--- config.mk ---
export PLATFORM = sky130hd
export DESIGN_NAME = if_stage
export DESIGN_NICKNAME = d
export VERILOG_FILES = /design/src/rtl/riscv_pkg.sv /design/src/rtl/if_id_reg.sv /design/src/rtl/if_stage.sv
export SDC_FILE = /design/constraint.sdc
export NUM_CORES = 1
export LEC_CHECK = 0
export ABC_AREA = 1
export BUFFER_PORTS_ARGS = -buffer_cell sky130_fd_sc_hd__buf_2
export CORE_MARGIN = 1.5
export CORE_UTILIZATION = 30
export CTS_BUF_LIST = sky130_fd_sc_hd__clkbuf_2
export DETAILED_ROUTE_END_ITERATION = 12
export GPL_TIMING_DRIVEN = 0
export MAX_ROUTING_LAYER = met4
export PLACE_DENSITY = 0.6
export SKIP_CTS_REPAIR_TIMING = 1
export SLEW_MARGIN = 20
export SYNTH_ARGS = -nofsm -noshare
export SYNTH_HDL_FRONTEND = slang
export SYNTH_SLANG_ARGS = --single-unit
--- constraint.sdc ---
create_clock -name clk -period 5.95 [get_ports clk]
set_input_delay 0.595 -clock clk [delete_from_list [all_inputs] [get_ports clk]]
set_output_delay 0.595 -clock clk [all_outputs]
set_load 0.05 [all_outputs]
--- src/rtl/riscv_pkg.sv ---
// Shared fetch-stage definitions: FSM encoding, NOP word and the sequential PC step.
package riscv_pkg;

  typedef enum logic [2:0] {
    S_IDLE,
    S_REQ,
    S_WAIT,
    S_HOLD,
    S_DRAIN
  } if_state_e;

  localparam logic [31:0] NOP_INSTR = 32'h0000_0013;
  localparam int unsigned PC_INC    = 4;

endpackage

--- src/rtl/if_id_reg.sv ---
// IF/ID pipeline register: holds one fetched instruction and its PC; flush wins over load.
module if_id_reg
  import riscv_pkg::*;
#(
  parameter int unsigned XLEN      = 32,
  parameter logic [31:0] NOP_INSTR = riscv_pkg::NOP_INSTR
) (
  input  logic            clk,
  input  logic            reset,
  input  logic            i_load,
  input  logic            i_flush,
  input  logic [31:0]     i_instr,
  input  logic [XLEN-1:0] i_pc,
  output logic [31:0]     o_instr,
  output logic [XLEN-1:0] o_pc,
  output logic            o_valid
);

  logic [31:0]     r_instr;
  logic [XLEN-1:0] r_pc;
  logic            r_valid;

  always_ff @(posedge clk or posedge reset) begin
    if (reset) begin
      r_valid <= 1'b0;
      r_instr <= NOP_INSTR;
      r_pc    <= '0;
    end else if (i_flush) begin
      r_valid <= 1'b0;
      r_instr <= NOP_INSTR;
      r_pc    <= '0;
    end else if (i_load) begin
      r_valid <= 1'b1;
      r_instr <= i_instr;
      r_pc    <= i_pc;
    end
  end

  assign o_instr = r_instr;
  assign o_pc    = r_pc;
  assign o_valid = r_valid;

endmodule

--- src/rtl/if_stage.sv ---
// Instruction fetch stage: single-outstanding imem requests, IF/ID holding register,
// sequential and redirect PC updates with stale-response draining.
module if_stage
  import riscv_pkg::*;
#(
  parameter int unsigned XLEN      = 32,
  parameter logic [31:0] NOP_INSTR = riscv_pkg::NOP_INSTR
) (
  input  logic            clk,
  input  logic            reset,
  input  logic [XLEN-1:0] pc_in,
  output logic            pc_write,
  output logic [XLEN-1:0] next_pc,
  input  logic            redirect_valid,
  input  logic [XLEN-1:0] redirect_pc,
  output logic            imem_req_valid,
  input  logic            imem_req_ready,
  output logic [XLEN-1:0] imem_addr,
  input  logic            imem_resp_valid,
  input  logic [31:0]     imem_resp_data,
  output logic            id_valid,
  input  logic            id_ready,
  output logic [31:0]     id_instr,
  output logic [XLEN-1:0] id_pc,
  output logic            id_misaligned
);

  localparam logic [XLEN-1:0] PC_STEP = XLEN'(PC_INC);

  if_state_e       r_state;
  if_state_e       w_state_nxt;
  logic [XLEN-1:0] r_req_addr;
  logic            w_accept;
  logic            w_load;
  logic            w_flush;

  always_ff @(posedge clk or posedge reset) begin
    if (reset) begin
      r_state <= S_IDLE;
    end else begin
      r_state <= w_state_nxt;
    end
  end

  always_ff @(posedge clk or posedge reset) begin
    if (reset) begin
      r_req_addr <= '0;
    end else if (w_accept) begin
      r_req_addr <= pc_in;
    end
  end

  always_comb begin
    w_state_nxt    = r_state;
    imem_req_valid = 1'b0;
    imem_addr      = '0;
    pc_write       = 1'b0;
    next_pc        = '0;
    w_accept       = 1'b0;
    w_load         = 1'b0;
    w_flush        = 1'b0;

    case (r_state)
      S_IDLE: w_state_nxt = S_REQ;
      S_REQ: begin
        imem_req_valid = 1'b1;
        imem_addr      = pc_in;
        w_accept       = imem_req_ready;
        if (imem_req_ready) w_state_nxt = S_WAIT;
      end
      S_WAIT: begin
        if (imem_resp_valid) begin
          w_load      = 1'b1;
          pc_write    = 1'b1;
          next_pc     = r_req_addr + PC_STEP;
          w_state_nxt = S_HOLD;
        end
      end
      S_HOLD: begin
        if (id_ready) begin
          w_flush     = 1'b1;
          w_state_nxt = S_REQ;
        end
      end
      S_DRAIN: begin
        if (imem_resp_valid) w_state_nxt = S_REQ;
      end
      default: w_state_nxt = S_IDLE;
    endcase

    // A response landing in the redirect cycle has no follow-up in flight, so only
    // a still-pending response sends the FSM to DRAIN.
    if (redirect_valid) begin
      pc_write = 1'b1;
      next_pc  = redirect_pc;
      w_load   = 1'b0;
      w_flush  = 1'b1;
      case (r_state)
        S_REQ:   w_state_nxt = imem_req_ready  ? S_DRAIN : S_REQ;
        S_WAIT:  w_state_nxt = imem_resp_valid ? S_REQ   : S_DRAIN;
        S_DRAIN: w_state_nxt = imem_resp_valid ? S_REQ   : S_DRAIN;
        default: w_state_nxt = S_REQ;
      endcase
    end

    if (reset) begin
      pc_write = 1'b0;
      next_pc  = '0;
    end
  end

  if_id_reg #(
    .XLEN      (XLEN),
    .NOP_INSTR (NOP_INSTR)
  ) u_if_id_reg (
    .clk     (clk),
    .reset   (reset),
    .i_load  (w_load),
    .i_flush (w_flush),
    .i_instr (imem_resp_data),
    .i_pc    (r_req_addr),
    .o_instr (id_instr),
    .o_pc    (id_pc),
    .o_valid (id_valid)
  );

  assign id_misaligned = |id_pc[1:0];

endmodule

==> summary.md <==
| Metric | Value |
|---|---|
| Endpoint class of the critical path | primary output |
| Combinational share of power | 0.467 |
| Gr ovfl total | 0 |
| Initial antenna violation count | 1 |
| Initial Util | 0.306 |
| Total net switching power | 1.35 mW |
| Root Driver | clkbuf_2 |
| Most common cell on crit path | a21oi_1 |
| I/O pins | 234 |
| Post-DP HPWL | 14.4 mm |
| Input/output buffers | 231 |
| Status | completed |
| Drt first pass iters | 5 |
| Final routed wire length divided by cell count | 15.4 um |
| Simple logic cell fraction of the synthesized area | 0.251 |
| Synth Area in Adders | 0.00238 |
| Area of the multi-input gates | 2250 um2 |
| Hold WC Path Type | primary input to register |
| EDFF count, synth | 0 |
| Sequential fraction of the synthesis area | 0.477 |
| Chip Width | 135 um |
| Synthesis-to-finish area growth | 30.7% |
| Main combinational cell family by area after synthesis | simple AND/OR/NAND/NOR gates |
| R2R depth | 6 |
| Vias | 5495 |
| Final Worst Setup Slack | 2660 ps |
| Slew Viols, Final | 0 |
| Hold Vio Cnt, Final | 0 |
| Commonest non-fill, non-tap cells in the layout | buf_2, nand2_1, dfrtp_1 |
| Routability cong. | 0.931 |
| Worst Path Arrival | 2690 ps |
| First-pass GRT wire length | 27.2 mm |
| Asr flop ratio synth | 1.00 |
| Final critical-path required period | 3290 ps |
| # fillers | 1908 |
| Hold Path Stages | 2 |
| Yosys cell types | 27 |
| Syn_nets | 803 |
| Place WS | 3240 ps |
| Compound-Gate Fraction of Synth Area | 0.174 |
| Drt drc | 0 |
| Clk slew on worst S/H paths | 280 ps |
| Area of the die | 18300 um2 |
| Vias/cell | 4.68 |
| Design area | 6860 um2 |
| Final ANT Viol Nets | 0 |
| Total GRT Usage | 0.203 |
| Core Region | 17200 um2 |
| Slew HR | 0.529 |
| Pleak | 3.85 nW |
| Worst endpoint required time | 5360 ps |
| Max-cap violations | 0 |
| Critical Path, Cell by Cell | inv_1 > nand4_2 > nor2_4 > inv_2 > a21oi_1 > o21ai_0 > a21oi_1 > buf_2 |
| Synth Warn # | 0 |
| CP max FO | 9 |
| Final setup vio count | 0 |
| Commonest non-fill, non-tap cell in the layout | buf_2 |
| CP Launch Type | register |
| Post-synth top flop | dfrtp_1 |
| Total power | 2.61 mW |
| Fin nets | 1046 |
| Num CTS Buffers | 9 |
| Skew final | 37.1 ps |
| Share of layout cells above drive strength 1 | 0.301 |
| Tcrit/Tclk final | 0.553 |
| Post-Synth XOR/XNOR Area | 0.00167 |
| Clock group share of total power | 0.142 |
| Post-synthesis cell count | 700 |
| #FFs+latches synth | 100 |
| Worst-Margin Slew | 707 ps |
| # clock sinks | 100 |
| Latest clock arrival within the worst-skew pair | 610 ps |
| Cell Pwr Density | 381 nW/um2 |
| Internal Power | 1.26 mW |
| Pin count of the biggest net entering global routing | 70 |
| Vias in the first global route | 5032 |
| Die H | 135 um |
| Mapped Area | 5250 um2 |
| Clock Tree Buf Depth | 2 |
| H-tree levels | 3 |
| Sw frac | 0.517 |
| Crit-path max cell delay | 440 ps |
| Placement Cell Area | 6720 um2 |
| Final TNS setup | 0 ps |
| Max VDD drop | 0.234 mV |
| Critical path class | register to primary output |
| Multiplexer share of the synthesized area | 0 |
| Sequential standard cell area | 2510 um2 |
| Starting DRT DRC Count | 354 |
| Syn avg cell area | 7.50 um2 |
| RSZ-0062 raised after global routing | no |
| CTS tree | done |
| Routed WL | 18.0 mm |
| Slowest CP cell | dfrtp_1 |
| FMAX | 304 MHz |
| Standard-cell row count | 48 |
| Sequential share of power | 0.391 |
==> sequential cells by signal, summed over array words and instances (netlist names) <==
signal	count
u_if_id_reg.o_pc	32
u_if_id_reg.o_valid	1
u_if_id_reg.o_instr	32
r_state	3
r_req_addr	32
==> metal layers <==
layer | vias up | GRT usage | part of all wire
met5 | - | - | 0
met4 | 0 | 0.0723 | 0.019
met3 | 28 | 0.0314 | 0.061
met2 | 209 | 0.330 | 0.46
met1 | 2508 | 0.257 | 0.46
li1 | 2750 | - | -
==> worst max-delay path, delay by kind of cell (launching register included) <==
family / cells / cell delay, ps
simple gates: 2 / 460
buf+inv: 3 / 650
flops: 1 / 440
compound gates: 3 / 530
==> metrics by stage <==
stage	hold slack [ps]	util	cells
global route	115	0.399	1174
detailed placement	456	0.391	1157
CTS	133	0.399	1173
floorplan	453	-	700
finish	199	0.399	1174
global placement	451	0.389	1156
==> cells in the mapped netlist, types with 2 or more instances <==
master / count / share of area
a21oi_1: 36 / 0.034
a21oi_2: 3 / 0.0050
a22o_1: 33 / 0.055
a32oi_1: 2 / 0.0033
buf_2: 19 / 0.018
clkbuf_1: 13 / 0.0093
dfrtp_1: 97 / 0.46
dfstp_2: 3 / 0.015
inv_1: 86 / 0.062
inv_2: 3 / 0.0021
nand2_1: 193 / 0.14
nand2_2: 2 / 0.0024
nand3_1: 37 / 0.035
nand4_1: 4 / 0.0048
nor2_1: 83 / 0.059
nor2_2: 2 / 0.0024
nor2_4: 2 / 0.0043
o21ai_0: 63 / 0.060
o21ai_1: 9 / 0.0086
o22a_1: 3 / 0.0050
==> cells by family (layout without fill, tap and decap cells) <==
group	after synthesis	after routing
other cells	0	1
compound gates	151	151
fa+ha+maj	1	1
xor+xnor	1	1
buf+inv	122	370
flops	100	100
simple gates	325	325
==> path summary, 6_finish.rpt <==
kind / start / to / slack (ps)
max in group asynchronous: reset / u_if_id_reg.o_instr[0]$_DFFE_PP1P_ / 4720
min reg2reg: u_if_id_reg.o_pc[8]$_DFFE_PP0P_ / u_if_id_reg.o_pc[8]$_DFFE_PP0P_ / 510
min in group asynchronous: reset / r_req_addr[6]$_DFFE_PP0N_ / 540
max reg2reg: r_state[2]$_DFFE_PP0P_ / u_if_id_reg.o_pc[13]$_DFFE_PP0P_ / 4150
max: r_state[2]$_DFFE_PP0P_ / next_pc[8] / 2660
min: imem_resp_data[4] / u_if_id_reg.o_instr[4]$_DFFE_PP1P_ / 200
==> power groups by stage <==
| stage | Clock [mW] | Combinational [mW] | Sequential, mW |
|---|---|---|---|
| 6_report | 0.372 | 1.22 | 1.02 |
| 5_1_grt | 0.416 | 1.33 | 1.05 |
| 4_1_cts | 0.386 | 1.23 | 1.02 |
| 3_5_place_dp | 0 | 1.23 | 1.03 |
| 3_3_place_gp | 0 | 1.22 | 1.03 |
| 2_1_floorplan | 0 | 0.801 | 1.09 |
==> cell type report <==
type                       instances  share of cell area
inverter                          89              0.0494
clock buffer                      10             0.00730
buffer                            33              0.0226
timing repair buffer             232               0.173
clock inverter                     6              0.0129
sequential                       100               0.365
multi-input combinational        478               0.328
tap                              225              0.0410
antenna                            1            0.000365
Power figures use the tool's default switching activity.
